### config.mk
export PLATFORM = sky130hd
export DESIGN_NAME = crypt_sequencer
export DESIGN_NICKNAME = d
export VERILOG_FILES = /design/src/rtl/crypt_sequencer.sv
export SDC_FILE = /design/constraint.sdc
export NUM_CORES = 1
export LEC_CHECK = 0
export BUFFER_PORTS_ARGS = -buffer_cell sky130_fd_sc_hd__buf_4
export CAP_MARGIN = 10
export CORE_ASPECT_RATIO = 0.5
export CORE_MARGIN = 2
export CORE_UTILIZATION = 40
export CTS_CLUSTER_SIZE = 8
export DETAILED_ROUTE_END_ITERATION = 8
export HOLD_SLACK_MARGIN = 0.15
export MAX_ROUTING_LAYER = met4
export PLACE_DENSITY_LB_ADDON = 0.2
export SLEW_MARGIN = 20
export SYNTH_ARGS = -nofsm -noshare
export SYNTH_HDL_FRONTEND = slang
export SYNTH_SLANG_ARGS = --single-unit
### constraint.sdc
create_clock -name clk -period 2 [get_ports clk]
set_input_delay 0.4 -clock clk [delete_from_list [all_inputs] [get_ports clk]]
set_output_delay 0.4 -clock clk [all_outputs]
set_load 0.05 [all_outputs]
### src/rtl/crypt_sequencer.sv
// Multi-cycle sequencer for the MIPS Crypt instructions: captures operands, stalls the core,
// iterates an external round function, then presents the result for one write-back cycle.
module crypt_sequencer #(
    parameter  int unsigned ROUNDS = 8,
    localparam int unsigned CW     = $clog2(ROUNDS)
) (
    input  logic          clk,
    input  logic          rst_n,
    input  logic          instr_valid,
    input  logic [5:0]    opcode,
    input  logic [5:0]    funct,
    input  logic [31:0]   src_a,
    input  logic [31:0]   src_b,
    output logic          stall,
    output logic          busy,
    output logic [CW-1:0] round_idx,
    output logic          round_dec,
    output logic [31:0]   round_data,
    output logic [31:0]   round_key,
    input  logic [31:0]   round_out,
    output logic [31:0]   result,
    output logic          result_valid,
    output logic [15:0]   crypt_count
);

    localparam logic [CW-1:0] LAST = CW'(ROUNDS - 1);

    typedef enum logic [1:0] {
        IDLE = 2'd0,
        RUN  = 2'd1,
        DONE = 2'd2
    } state_t;

    state_t        state;
    logic [31:0]   data_q;
    logic [31:0]   key_q;
    logic [CW-1:0] idx_q;
    logic [CW-1:0] cnt_q;
    logic          dec_q;
    logic          busy_q;
    logic          valid_q;
    logic [15:0]   count_q;
    logic          crypt_hit_c;

    assign crypt_hit_c = instr_valid && (opcode == 6'h00) &&
                         ((funct == 6'h30) || (funct == 6'h31));

    // Stall must cover the decode cycle itself, so it cannot wait for the state register.
    assign stall = ((state == IDLE) && crypt_hit_c) || (state == RUN);

    assign busy         = busy_q;
    assign round_idx    = idx_q;
    assign round_dec    = dec_q;
    assign round_data   = data_q;
    assign round_key    = key_q;
    assign result       = data_q;
    assign result_valid = valid_q;
    assign crypt_count  = count_q;

    // Sequencer state and datapath registers
    always_ff @(posedge clk or negedge rst_n) begin
        if (!rst_n) begin
            state   <= IDLE;
            data_q  <= '0;
            key_q   <= '0;
            idx_q   <= '0;
            cnt_q   <= '0;
            dec_q   <= 1'b0;
            busy_q  <= 1'b0;
            valid_q <= 1'b0;
            count_q <= '0;
        end else begin
            case (state)
                IDLE: begin
                    if (crypt_hit_c) begin
                        data_q <= src_a;
                        key_q  <= src_b;
                        dec_q  <= funct[0];
                        idx_q  <= funct[0] ? LAST : '0;
                        cnt_q  <= '0;
                        busy_q <= 1'b1;
                        state  <= RUN;
                    end
                end
                RUN: begin
                    data_q <= round_out;
                    if (cnt_q == LAST) begin
                        // Index and count freeze on the last round so neither ever wraps.
                        valid_q <= 1'b1;
                        state   <= DONE;
                    end else begin
                        cnt_q <= cnt_q + CW'(1);
                        idx_q <= dec_q ? (idx_q - CW'(1)) : (idx_q + CW'(1));
                    end
                end
                DONE: begin
                    valid_q <= 1'b0;
                    busy_q  <= 1'b0;
                    count_q <= count_q + 16'd1;
                    state   <= IDLE;
                end
                default: begin
                    valid_q <= 1'b0;
                    busy_q  <= 1'b0;
                    state   <= IDLE;
                end
            endcase
        end
    end

endmodule

==> impl_summary.log, run 1 <==
INFO  metric num-fill-cells = 949
INFO  metric largest_buffer_count_on_any_clock_path = 2
INFO  metric synth_cell_type_count = 35
INFO  metric cp.buffers_inverters = 3
INFO  metric synth.top_cells.by_area = sky130_fd_sc_hd__dfrtp_1 55%, sky130_fd_sc_hd__nand2_1 15%, sky130_fd_sc_hd__buf_4 7.1%, sky130_fd_sc_hd__a31oi_1 4.8%, sky130_fd_sc_hd__nor2_1 3.4%
INFO  metric crit_chain = buf_4 > nor4b_1 > nand4_1 > buf_6 > nand2_2 > buf_8
INFO  metric worst_setup_path_start_kind = input pin
INFO  metric run_status = finished clean
INFO  metric timing.critical_path.slowest_cell_delay = 0.38 ns
INFO  metric hold_viol = 0
INFO  metric fp.dieW = 147.9 um
INFO  metric synth_compound_gate_area_share = 6.556%
INFO  metric synth.area.mux_share = 0.2719%
INFO  metric ys.flop_type = sky130_fd_sc_hd__dfrtp_1
INFO  metric synth.ff_latch_count = 91
INFO  metric number_of_max_cap_violations = 0
INFO  metric power_density = 715.5 mW/mm2
INFO  metric dp_hpwl = 7886 um
INFO  metric timing.critical_path.max_delay_family = simple AND/OR/NAND/NOR gates
INFO  metric total_power_draw = 4429 uW
INFO  metric fin_nets = 771
INFO  metric largest_net_degree_at_the_start_of_global_routing = 52
INFO  metric antenna_violation_net_count_after_detailed_routing = 0
INFO  metric number_of_antenna_violations_at_the_first_check_in_global_routing = 0
INFO  metric route.final.wire_length = 10750 um
INFO  metric dr_total_vias = 3732
INFO  metric tritoncts = yes
INFO  metric worst-endpoint-required = 1.60 ns
INFO  metric die_area = 0.01123 mm2
INFO  metric grt_first_pass_wirelength = 17760 um
INFO  metric tightest_slew = 0.5504 ns
INFO  metric drt-pass1-iter-count = 4
INFO  metric clock.fmax = 538.4 MHz
INFO  metric root_buffer_cell = sky130_fd_sc_hd__clkbuf_16
INFO  metric initial_core_util = 40.80%
INFO  metric cts.reportedPaths.clkPinSlew = 0.07 ns
INFO  metric tot_gr_track_use = 20.01%
INFO  metric crit_slowest_cell = sky130_fd_sc_hd__nor4b_1
INFO  metric worstPathMaxFanout = 6
INFO  metric slew-limit-headroom = 62.97%
INFO  metric clock_latency = 0.33 ns
INFO  metric mappedNetlistArea = 0.004141 mm2
INFO  metric synth_enable_flop_cells = 0
INFO  metric first_global_vias = 3700
INFO  metric finalSetupViolCount = 0
INFO  metric seq_area_frac_synth = 54.98%
INFO  metric yosys-top-cells-count = 170 x sky130_fd_sc_hd__nand2_1, 91 x sky130_fd_sc_hd__dfrtp_1, 39 x sky130_fd_sc_hd__buf_4
INFO  metric route.detailed.drc = 0
INFO  metric fp.coreArea = 0.01015 mm2
INFO  metric layout-drive-gt1-share = 40.24%
INFO  metric totalNegativeSetupSlack = 0 ns
INFO  metric setup.worst_path.end_class = primary output
INFO  metric final_min_period_over_clock_period = 92.87%
INFO  metric synth_fa_ha_area_share = 1.390%
INFO  metric top_cell_type_s_share_of_synthesized_area = 54.98%
INFO  metric globalRouteOverflowTotal = 0
INFO  metric timing.setup.critical_path_class = input pin to primary output
INFO  metric power.ir.vdd_worst = 0.0003962 V
INFO  metric vias_per_cell = 4.659
INFO  metric hold_path_class = input pin to flop
INFO  metric synth_simple_gate_area_share = 24.11%
INFO  metric clkSinkCount = 91
INFO  metric tritoncts.num_buffers = 9
INFO  metric leakagePower = 0.003338 uW
INFO  metric clock_tree.htree_level_count = 3
INFO  metric grt_setup_unrepaired = no
INFO  metric timing_max_transition_violations_final = 0
INFO  metric largest_family_of_logic_cells_by_synthesized_area = simple AND/OR/NAND/NOR gates
INFO  metric final.setup_skew = 0.006399 ns
INFO  metric yosysWarnings = 0
INFO  metric synthesis.instances = 456
INFO  metric floorplan.rows = 26
INFO  metric synth.largest_area_cell = sky130_fd_sc_hd__dfrtp_1
INFO  metric initialDrtViolationCount = 118
INFO  metric min_cycle_time_layout = 1.857 ns
INFO  metric gp_congestion = 0.7844
INFO  metric ios = 230
INFO  metric syn_to_final_growth = 49.46%
INFO  metric n_antenna_cell = 0
INFO  metric yosys.area_share.xor_xnor = 3.595%
INFO  metric syn_nets = 571
INFO  metric wl_per_cell = 13.42 um
INFO  metric asyncSetResetFlopFracSynth = 100.0%
INFO  metric arrival_time_of_data_at_the_critical_path_endpoint = 1.46 ns
INFO  metric syn-mean-instance-area = 9.082 um2
INFO  metric die_height = 75.95 um
INFO  metric buffer_ports.inserted = 229
INFO  metric yosysMostFrequentCell = sky130_fd_sc_hd__nand2_1
==> per-stage QoR <==
step	hold slack, ns	cell area, um2	worst slack (ns)	std cells	utilization, %
floorplan	0.1044	4144	0.05687	456	-
global placement	0.4389	5812	0.08798	782	57.26
detailed placement	0.4380	5812	0.08224	782	57.26
CTS	0.2417	6182	0.002048	800	60.91
global route	0.2447	6190	0.05943	801	60.98
finish	0.2498	6190	0.1425	801	60.98
==> cell families after synthesis <==
| logic type | Yosys count |
|---|---|
| and+or+nand+nor | 242 |
| DFF | 91 |
| buffers and inverters | 60 |
| AOI/OAI and AO/OA | 41 |
| xor gates and xnor gates | 17 |
| adders and majority gates | 4 |
| muxes | 1 |
==> worst reg2reg max path, delay by kind of cell, from the launching register on <==
| family | cells | cell delay [ns] |
|---|---|---|
| fa+ha+maj | 1 | 0.43 |
| flops | 1 | 0.39 |
| compound gates | 2 | 0.33 |
| xor+xnor | 2 | 0.27 |
| buf+inv | 1 | 0.10 |
==> layout by cell type (no fill, tap or decap), types with 4 or more instances in the layout <==
cell type / instances
sky130_fd_sc_hd__a31oi_1: 32
sky130_fd_sc_hd__buf_4: 238
sky130_fd_sc_hd__clkbuf_16: 9
sky130_fd_sc_hd__dfrtp_1: 90
sky130_fd_sc_hd__inv_1: 5
sky130_fd_sc_hd__nand2_1: 169
sky130_fd_sc_hd__nand3_1: 11
sky130_fd_sc_hd__nand4_1: 4
sky130_fd_sc_hd__nor2_1: 37
sky130_fd_sc_hd__xnor2_1: 11
sky130_fd_sc_hd__xor2_1: 6
==> where the power goes <==
part / internal [uW] / switching [uW]
combinational: 264 / 384
clock: 1120 / 745
sequential: 1880 / 36.0
==> routing by layer <==
layer | share of wire (%) | up-vias | track usage (%)
met5 | 0 | - | -
met4 | 0.75 | 0 | 3.143
met3 | 5.9 | 8 | 4.880
met2 | 51 | 108 | 34.88
met1 | 42 | 1769 | 24.25
li1 | - | 1847 | -
==> worst paths after layout <==
check,slack [ns],to,from,cells past startpoint
setup / recovery,0.14,stall,funct[1],6
hold / removal,0.25,round_key[31],src_b[31],3
setup reg to reg,0.35,round_idx[2],round_idx[0],6
hold reg to reg,0.47,round_key[15],round_key[15],2
max in group asynchronous,0.81,result[10],rst_n,3
min in group asynchronous,0.60,round_key[13],rst_n,2
==> layout make-up <==
cell class | count | area (um2) | share of cell area (%)
sequential | 91 | 2278 | 36.81
timing repair buffer | 244 | 1883 | 30.42
multi-input combinational | 305 | 1503 | 24.28
clock buffer | 9 | 225.2 | 3.639
tap | 140 | 175.2 | 2.830
clock inverter | 7 | 106.4 | 1.718
inverter | 5 | 18.77 | 0.3032
==> timing repair <==
item | in CTS | in global routing
endpoints found under the setup margin | 1 | 1
gates resized for setup | 5 | 0
endpoints found under the hold margin | 37 | 0
pin swaps | 0 | 2
buffers inserted | 1 | 1
hold buffers | 1 | 0
==> state kept, by name, indices dropped and copies added, names as in the netlist <==
register and count:
result 32, round_key 32, crypt_count 16, cnt_q 3, round_idx 3, state 2
busy 1, result_valid 1, round_dec 1
Note: power is estimated with default switching activity, not from simulation.
==> run 2: changes to the inputs <==
CTS_BUF_LIST = sky130_fd_sc_hd__clkbuf_4   (was unset)
GPL_ROUTABILITY_DRIVEN = 0   (was unset)
==> run 2 against run 1 <==
Compared with the run above:
- wire length grew 5.6%
- core utilization rose by 1.8 points
- global-route usage is 1.4 points higher
==> impl_summary.log, run 2 (synthesis gave the netlist of run 1 again) <==
INFO  metric cts.reportedPaths.clkPinSlew = 0.15 ns (+0.08 ns)
INFO  metric timing.setup.critical_path_class = flop to primary output
INFO  metric wl_per_cell = 13.62 um (+1.4%)
INFO  metric layout-drive-gt1-share = 38.62% (-1.6 points)
INFO  metric tritoncts.num_buffers = 9 (unchanged)
INFO  metric tot_gr_track_use = 21.37% (+1.4 points)
INFO  metric holdCritStartpoint = src_a[20]
INFO  metric number_of_max_cap_violations = 0 (unchanged)
INFO  metric fp.dieW = 147.9 um (unchanged)
INFO  metric hold_viol = 0 (unchanged)
INFO  metric crit_chain = nor4_4 > nand4_1 > buf_6 > nand2_4 > buf_8
INFO  metric worstPathMaxFanout = 2 (-4)
INFO  metric globalRouteOverflowTotal = 0 (unchanged)
INFO  metric n_antenna_cell = 0 (unchanged)
INFO  metric route.final.wire_length = 11360 um (+5.6%)
INFO  metric clock_tree.htree_level_count = 3 (unchanged)
INFO  metric placed_cells = 782 (unchanged)
INFO  metric timing.critical_path.slowest_cell_delay = 0.45 ns (+0.07 ns)
INFO  metric min_delay_path_depth = 3 (unchanged)
INFO  metric timing_max_transition_violations_final = 0 (unchanged)
INFO  metric route.detailed.drc = 0 (unchanged)
INFO  metric grt_setup_unrepaired = yes
INFO  metric floorplan.rows = 26 (unchanged)
INFO  metric worst_r2r_setup_slack = 0.32 ns (-0.03 ns)
INFO  metric setup.worst_path.end_class = primary output
INFO  metric antenna_violation_net_count_after_detailed_routing = 0 (unchanged)
INFO  metric finalHoldWorstSlack = 0.2003 ns (-0.04957 ns)
INFO  metric layout_commonest_cell = sky130_fd_sc_hd__buf_4
INFO  metric finalSetupViolCount = 0 (unchanged)
INFO  metric buffer_ports.inserted = 229 (unchanged)
INFO  metric arrival_time_of_data_at_the_critical_path_endpoint = 1.54 ns (+0.08 ns)
INFO  metric syn_to_final_growth = 53.84%
INFO  metric tightest_slew = 0.5526 ns (+0.002259 ns)
INFO  metric tritoncts = yes
INFO  metric worst_setup_path_start_kind = flop
INFO  metric min_cycle_time_layout = 1.942 ns (+0.08457 ns)
INFO  metric dp_hpwl = 7886 um (unchanged)
INFO  metric largest_buffer_count_on_any_clock_path = 2 (unchanged)
INFO  metric postLayoutCellArea = 0.006371 mm2 (+2.9%)
INFO  metric initial_core_util = 40.80% (unchanged)
INFO  metric placement.cell_area = 0.005812 mm2 (unchanged)
INFO  metric die_height = 75.95 um (unchanged)
INFO  metric fp.coreArea = 0.01015 mm2 (unchanged)
INFO  metric vias_per_cell = 4.722 (+1.3%)
INFO  metric dr_total_vias = 3938 (+5.5%)
INFO  metric total_power_draw = 3828 uW (-14%)
INFO  metric num-fill-cells = 914 (-3.7%)
INFO  metric initialDrtViolationCount = 128 (+8.5%)
INFO  metric fin_nets = 804 (+4.3%)
INFO  metric clock.fmax = 514.9 MHz (-4.4%)
INFO  metric ios = 230 (unchanged)
INFO  metric power_density = 600.9 mW/mm2 (-16%)
INFO  metric timing.critical_path.max_delay_family = flip-flops
INFO  metric number_of_antenna_violations_at_the_first_check_in_global_routing = 0 (unchanged)
INFO  metric worst_r2r_endpoint = round_idx[2]
INFO  metric cp.buffers_inverters = 2 (-1)
INFO  metric final_min_period_over_clock_period = 97.10% (+4.2 points)
INFO  metric clkSinkCount = 91 (unchanged)
INFO  metric crit_slowest_cell = sky130_fd_sc_hd__dfrtp_2
INFO  metric final.setup_skew = 0.008444 ns (+0.002045 ns)
INFO  metric die_area = 0.01123 mm2 (unchanged)
INFO  metric largest_net_degree_at_the_start_of_global_routing = 52 (unchanged)
INFO  metric drt-pass1-iter-count = 4 (unchanged)
INFO  metric power.ir.vdd_worst = 0.0002686 V (-32%)
INFO  metric totalNegativeSetupSlack = 0 ns (unchanged)
INFO  metric first_global_vias = 3867 (+4.5%)
INFO  metric critical_path.reg2reg.startpoint = round_idx[0]
INFO  metric hold_path_class = input pin to flop
INFO  metric grt_first_pass_wirelength = 18720 um (+5.4%)
INFO  metric hold_end = result[20]
INFO  metric worst-endpoint-required = 1.60 ns (about the same)
INFO  metric final_cell_mix = 239 x sky130_fd_sc_hd__buf_4, 169 x sky130_fd_sc_hd__nand2_1, 89 x sky130_fd_sc_hd__dfrtp_1, 37 x sky130_fd_sc_hd__nor2_1, 33 x sky130_fd_sc_hd__dlygate4sd3_1
INFO  metric run_status = finished clean
INFO  metric root_buffer_cell = sky130_fd_sc_hd__clkbuf_4
INFO  metric slew-limit-headroom = 62.82% (-0.15 points)
INFO  metric leakagePower = 0.003407 uW (+2.1%)
INFO  metric reg2reg_depth = 6 (unchanged)
INFO  metric stdcell_count = 834 (+4.1%)
INFO  metric clock_latency = 0.44 ns (+0.11 ns)
run 2: cell types whose count changed in the layout (fill, tap and decap cells not counted):
cell                            previous run  this run
sky130_fd_sc_hd__dlygate4sd3_1             1        33
sky130_fd_sc_hd__dfrtp_1                  90        89
sky130_fd_sc_hd__nand2b_4                  0         1
sky130_fd_sc_hd__nand2b_2                  1         0
sky130_fd_sc_hd__dfrtp_2                   1         2
sky130_fd_sc_hd__nand2_4                   0         1
sky130_fd_sc_hd__clkbuf_4                  0         9
sky130_fd_sc_hd__nand2_2                   1         0
sky130_fd_sc_hd__buf_4                   238       239
sky130_fd_sc_hd__clkbuf_16                 9         0
run 2: area by class of cell:
class                           count  area (um2)  share of cell area [%]
Timing Repair Buffer              277        2211                   34.70
Inverter                            5       18.77                  0.2946
Clock inverter                      7       106.4                   1.669
Sequential cell                    91        2280                   35.78
Clock buffer                        9       67.56                   1.060
Tap cell                          140       175.2                   2.749
Multi-Input combinational cell    305        1513                   23.74
run 2: worst min-delay path: cells and delay by family:
kind / cells / cell delay (ns)
AO/OA/AOI/OAI: 1 / 0.07
buffers and inverters: 1 / 0.10
AND/OR/NAND/NOR: 1 / 0.05
run 2: worst max path at each step:
stage / from / end / slack [ns] / cells past startpoint
final: state[1] / stall / 0.06 / 5
after global routing: state[1] / stall / -0.06 / 5
after CTS: state[1] / stall / -0.005 / 5
after detailed placement: funct[1] / stall / 0.08 / 6
after global placement: funct[1] / stall / 0.09 / 6
after floorplan: round_idx[0] / round_idx[2] / 0.06 / 6
run 2: power breakdown:
part           total [uW]  internal [uW]  switching, uW
Sequential           1920           1880           36.0
Clock                1210            532            679
Combinational         700            305            395
Total                3830           2720           1110
run 2: metal layers:
| metal | share of wire [%] | vias up | track usage [%] |
|---|---|---|---|
| met5 | 0 | - | - |
| met4 | 1.3 | 0 | 4.952 |
| met3 | 6.0 | 15 | 5.783 |
| met2 | 51 | 123 | 36.88 |
| met1 | 42 | 1883 | 25.20 |
| li1 | - | 1917 | - |
run 2: per-stage QoR:
step	util, %	setup slack, ns
global placement	57.26	0.08798
CTS	62.77	-0.004501
global route	62.77	-0.06185
finish	62.77	0.05794
detailed placement	57.26	0.08224
floorplan	-	0.05687
run 2: timing repair:
action | 4_1_cts | 5_1_grt
pin swaps | 2 | 1
resized for setup | 8 | 0
hold buffers | 33 | 0
endpoints found under the hold margin | 69 | 0
endpoints found under the setup margin | 1 | 1
setup buffers | 3 | 0
==> run 3: changes to the inputs <==
GPL_ROUTABILITY_DRIVEN = unset   (was 0)
clock period = 2.4 ns   (was 2 ns; I/O delays follow)
==> run 3 against run 2 <==
Compared with the run above:
- setup slack gained 0.084 ns
- worst hold slack improved by 0.016 ns
- register-to-register slack gained 0.13 ns
- largest power group unchanged
- highest routed layer unchanged
==> impl_summary.log, run 3 (synthesis gave the netlist of run 1 again) <==
INFO  metric worstPathMaxFanout = 7 (+5)
INFO  metric gr-usage-met1 = 24.37% (-0.83 points)
INFO  metric die_area = 0.01123 mm2 (unchanged)
INFO  metric crit_slowest_cell = sky130_fd_sc_hd__dfrtp_2
INFO  metric globalRouteOverflowTotal = 0 (unchanged)
INFO  metric min_delay_path_depth = 3 (unchanged)
INFO  metric run_status = finished clean
INFO  metric buffer_ports.inserted = 229 (unchanged)
INFO  metric fp.coreArea = 0.01015 mm2 (unchanged)
INFO  metric syn_to_final_growth = 43.99%
INFO  metric dr_total_vias = 3672 (-6.8%)
INFO  metric n_antenna_cell = 0 (unchanged)
INFO  metric power_density = 518.2 mW/mm2 (-14%)
INFO  metric grt_first_pass_wirelength = 17760 um (-5.1%)
INFO  metric root_buffer_cell = sky130_fd_sc_hd__clkbuf_4
INFO  metric timing_max_transition_violations_final = 0 (unchanged)
INFO  metric leakagePower = 0.003230 uW (-5.2%)
INFO  metric timing.setup.critical_path_class = flop to primary output
INFO  metric clkSinkCount = 91 (unchanged)
INFO  metric die_height = 75.95 um (unchanged)
INFO  metric hold_viol = 0 (unchanged)
INFO  metric tot_gr_track_use = 20.29% (-1.1 points)
INFO  metric drt-pass1-iter-count = 4 (unchanged)
INFO  metric vias_per_cell = 4.625 (-2.1%)
INFO  metric arrival_time_of_data_at_the_critical_path_endpoint = 1.78 ns (+0.24 ns)
INFO  metric number_of_antenna_violations_at_the_first_check_in_global_routing = 0 (unchanged)
INFO  metric hold_path_class = input pin to flop
INFO  metric timing.critical_path.slowest_cell_delay = 0.48 ns (+0.03 ns)
INFO  metric final_cell_mix = 231 x sky130_fd_sc_hd__buf_4, 170 x sky130_fd_sc_hd__nand2_1, 90 x sky130_fd_sc_hd__dfrtp_1, 37 x sky130_fd_sc_hd__nor2_1, 32 x sky130_fd_sc_hd__a31oi_1
INFO  metric cts.reportedPaths.clkPinSlew = 0.15 ns (about the same)
INFO  metric worst_setup_path_start_kind = flop
INFO  metric final_min_period_over_clock_period = 94.07%
INFO  metric fp.dieW = 147.9 um (unchanged)
INFO  metric reg2reg_depth = 6 (unchanged)
INFO  metric layout-drive-gt1-share = 39.30% (+0.68 points)
INFO  metric floorplan.rows = 26 (unchanged)
INFO  metric fin_nets = 764 (-5.0%)
INFO  metric worst-endpoint-required = 1.92 ns (+0.32 ns)
INFO  metric stdcell_count = 794 (-4.8%)
INFO  metric route.detailed.drc = 0 (unchanged)
INFO  metric dp_hpwl = 7622 um (-3.3%)
INFO  metric initialDrtViolationCount = 177 (+38%)
INFO  metric critical_path.reg2reg.startpoint = state[1]
INFO  metric largest_net_degree_at_the_start_of_global_routing = 92 (+77%)
INFO  metric grt_util_met3 = 5.723% (-0.060 points)
INFO  metric number_of_max_cap_violations = 0 (unchanged)
INFO  metric worst_r2r_setup_slack = 0.45 ns (+0.13 ns)
INFO  metric holdCritStartpoint = src_b[5]
INFO  metric grt_setup_unrepaired = no
INFO  metric final.setup_skew = 0.01788 ns (+0.009435 ns)
INFO  metric placed_cells = 776 (-0.77%)
INFO  metric clock_tree.htree_level_count = 3 (unchanged)
INFO  metric setup.worst_path.end_class = primary output
INFO  metric power.ir.vdd_worst = 0.0002355 V (-12%)
INFO  metric grtUsageMet2 = 33.49% (-3.4 points)
INFO  metric finalSetupViolCount = 0 (unchanged)
INFO  metric gp_congestion = 0.7815
INFO  metric tritoncts.num_buffers = 9 (unchanged)
INFO  metric min_cycle_time_layout = 2.258 ns
INFO  metric wl_per_cell = 13.38 um (-1.8%)
INFO  metric tightest_slew = 0.5701 ns (+0.01746 ns)
INFO  metric crit_chain = nor4_2 > nand4_1 > nand2_1 > buf_6
INFO  metric clock_latency = 0.44 ns (about the same)
INFO  metric largest_buffer_count_on_any_clock_path = 2 (unchanged)
INFO  metric hold_end = round_key[5]
INFO  metric slew-limit-headroom = 61.64% (-1.2 points)
INFO  metric route.final.wire_length = 10620 um (-6.5%)
INFO  metric tritoncts = yes
INFO  metric ios = 230 (unchanged)
INFO  metric clock.fmax = 442.9 MHz
INFO  metric antenna_violation_net_count_after_detailed_routing = 0 (unchanged)
INFO  metric busiest_layer = met2
INFO  metric layout_commonest_cell = sky130_fd_sc_hd__buf_4
INFO  metric worst_r2r_endpoint = round_idx[2]
INFO  metric first_global_vias = 3597 (-7.0%)
INFO  metric totalNegativeSetupSlack = 0 ns (unchanged)
INFO  metric initial_core_util = 40.80% (unchanged)
-- run 3: area by class of cell --
cell class / count / area, um2
tap: 140 / 175.2
clock inverter: 6 / 88.84
fill: 958 / 4187
sequential: 91 / 2278
clock buffer: 10 / 75.07
inverter: 5 / 18.77
timing repair buffer: 237 / 1836
multi-input combinational: 305 / 1491
-- run 3: worst max-delay path by stage --
| stage | startpoint | endpoint | cells after the start |
|---|---|---|---|
| final | state[1] | stall | 4 |
| after CTS | state[1] | stall | 4 |
| after global placement | funct[1] | stall | 5 |
| after floorplan | funct[1] | stall | 4 |
| after global routing | state[1] | stall | 4 |
| after detailed placement | funct[1] | stall | 5 |
-- run 3: worst max-delay path: cells and delay by family (launching register included) --
| kind | cells | cell delay (ns) |
|---|---|---|
| and+or+nand+nor | 3 | 0.69 |
| buffers and inverters | 1 | 0.17 |
| DFF | 1 | 0.48 |
-- run 3: per-stage QoR --
| step | util (%) | worst slack (ns) | power, uW | hold slack [ns] | area [um2] |
|---|---|---|---|---|---|
| after detailed placement | 56.92 | 0.2908 | 2162 | 0.4643 | 5777 |
| final | 58.75 | 0.1422 | 3090 | 0.2159 | 5963 |
| after global routing | 58.75 | 0.02426 | 3234 | 0.1683 | 5963 |
| after CTS | 58.68 | 0.01343 | 3134 | 0.1755 | 5956 |
| after floorplan | - | 0.1830 | 1918 | 0.1844 | 4141 |
| after global placement | 56.92 | 0.2658 | 2157 | 0.4593 | 5777 |
-- run 3: power breakdown --
part	switching [uW]	total, uW	internal [uW]
Sequential	29.5	1600	1570
Clock	524	961	437
Combinational	317	533	215
Total	871	3090	2220
-- run 3: what timing repair did --
action                                 CTS  global route
setup endpoints to repair                1             1
pin swaps                                2             1
hold buffers                             1             0
buffers inserted                         0             1
gates resized for setup                  2             0
endpoints found under the hold margin   91             0
-- run 3: metal layers --
metal | routed length (um) | part of all wire [%] | vias to the layer above
met2 | 5269 | 50 | 119
li1 | - | - | 1833
met5 | 0 | 0 | -
met3 | 635 | 6.0 | 20
met1 | 4522 | 43 | 1700
met4 | 194 | 1.8 | 0
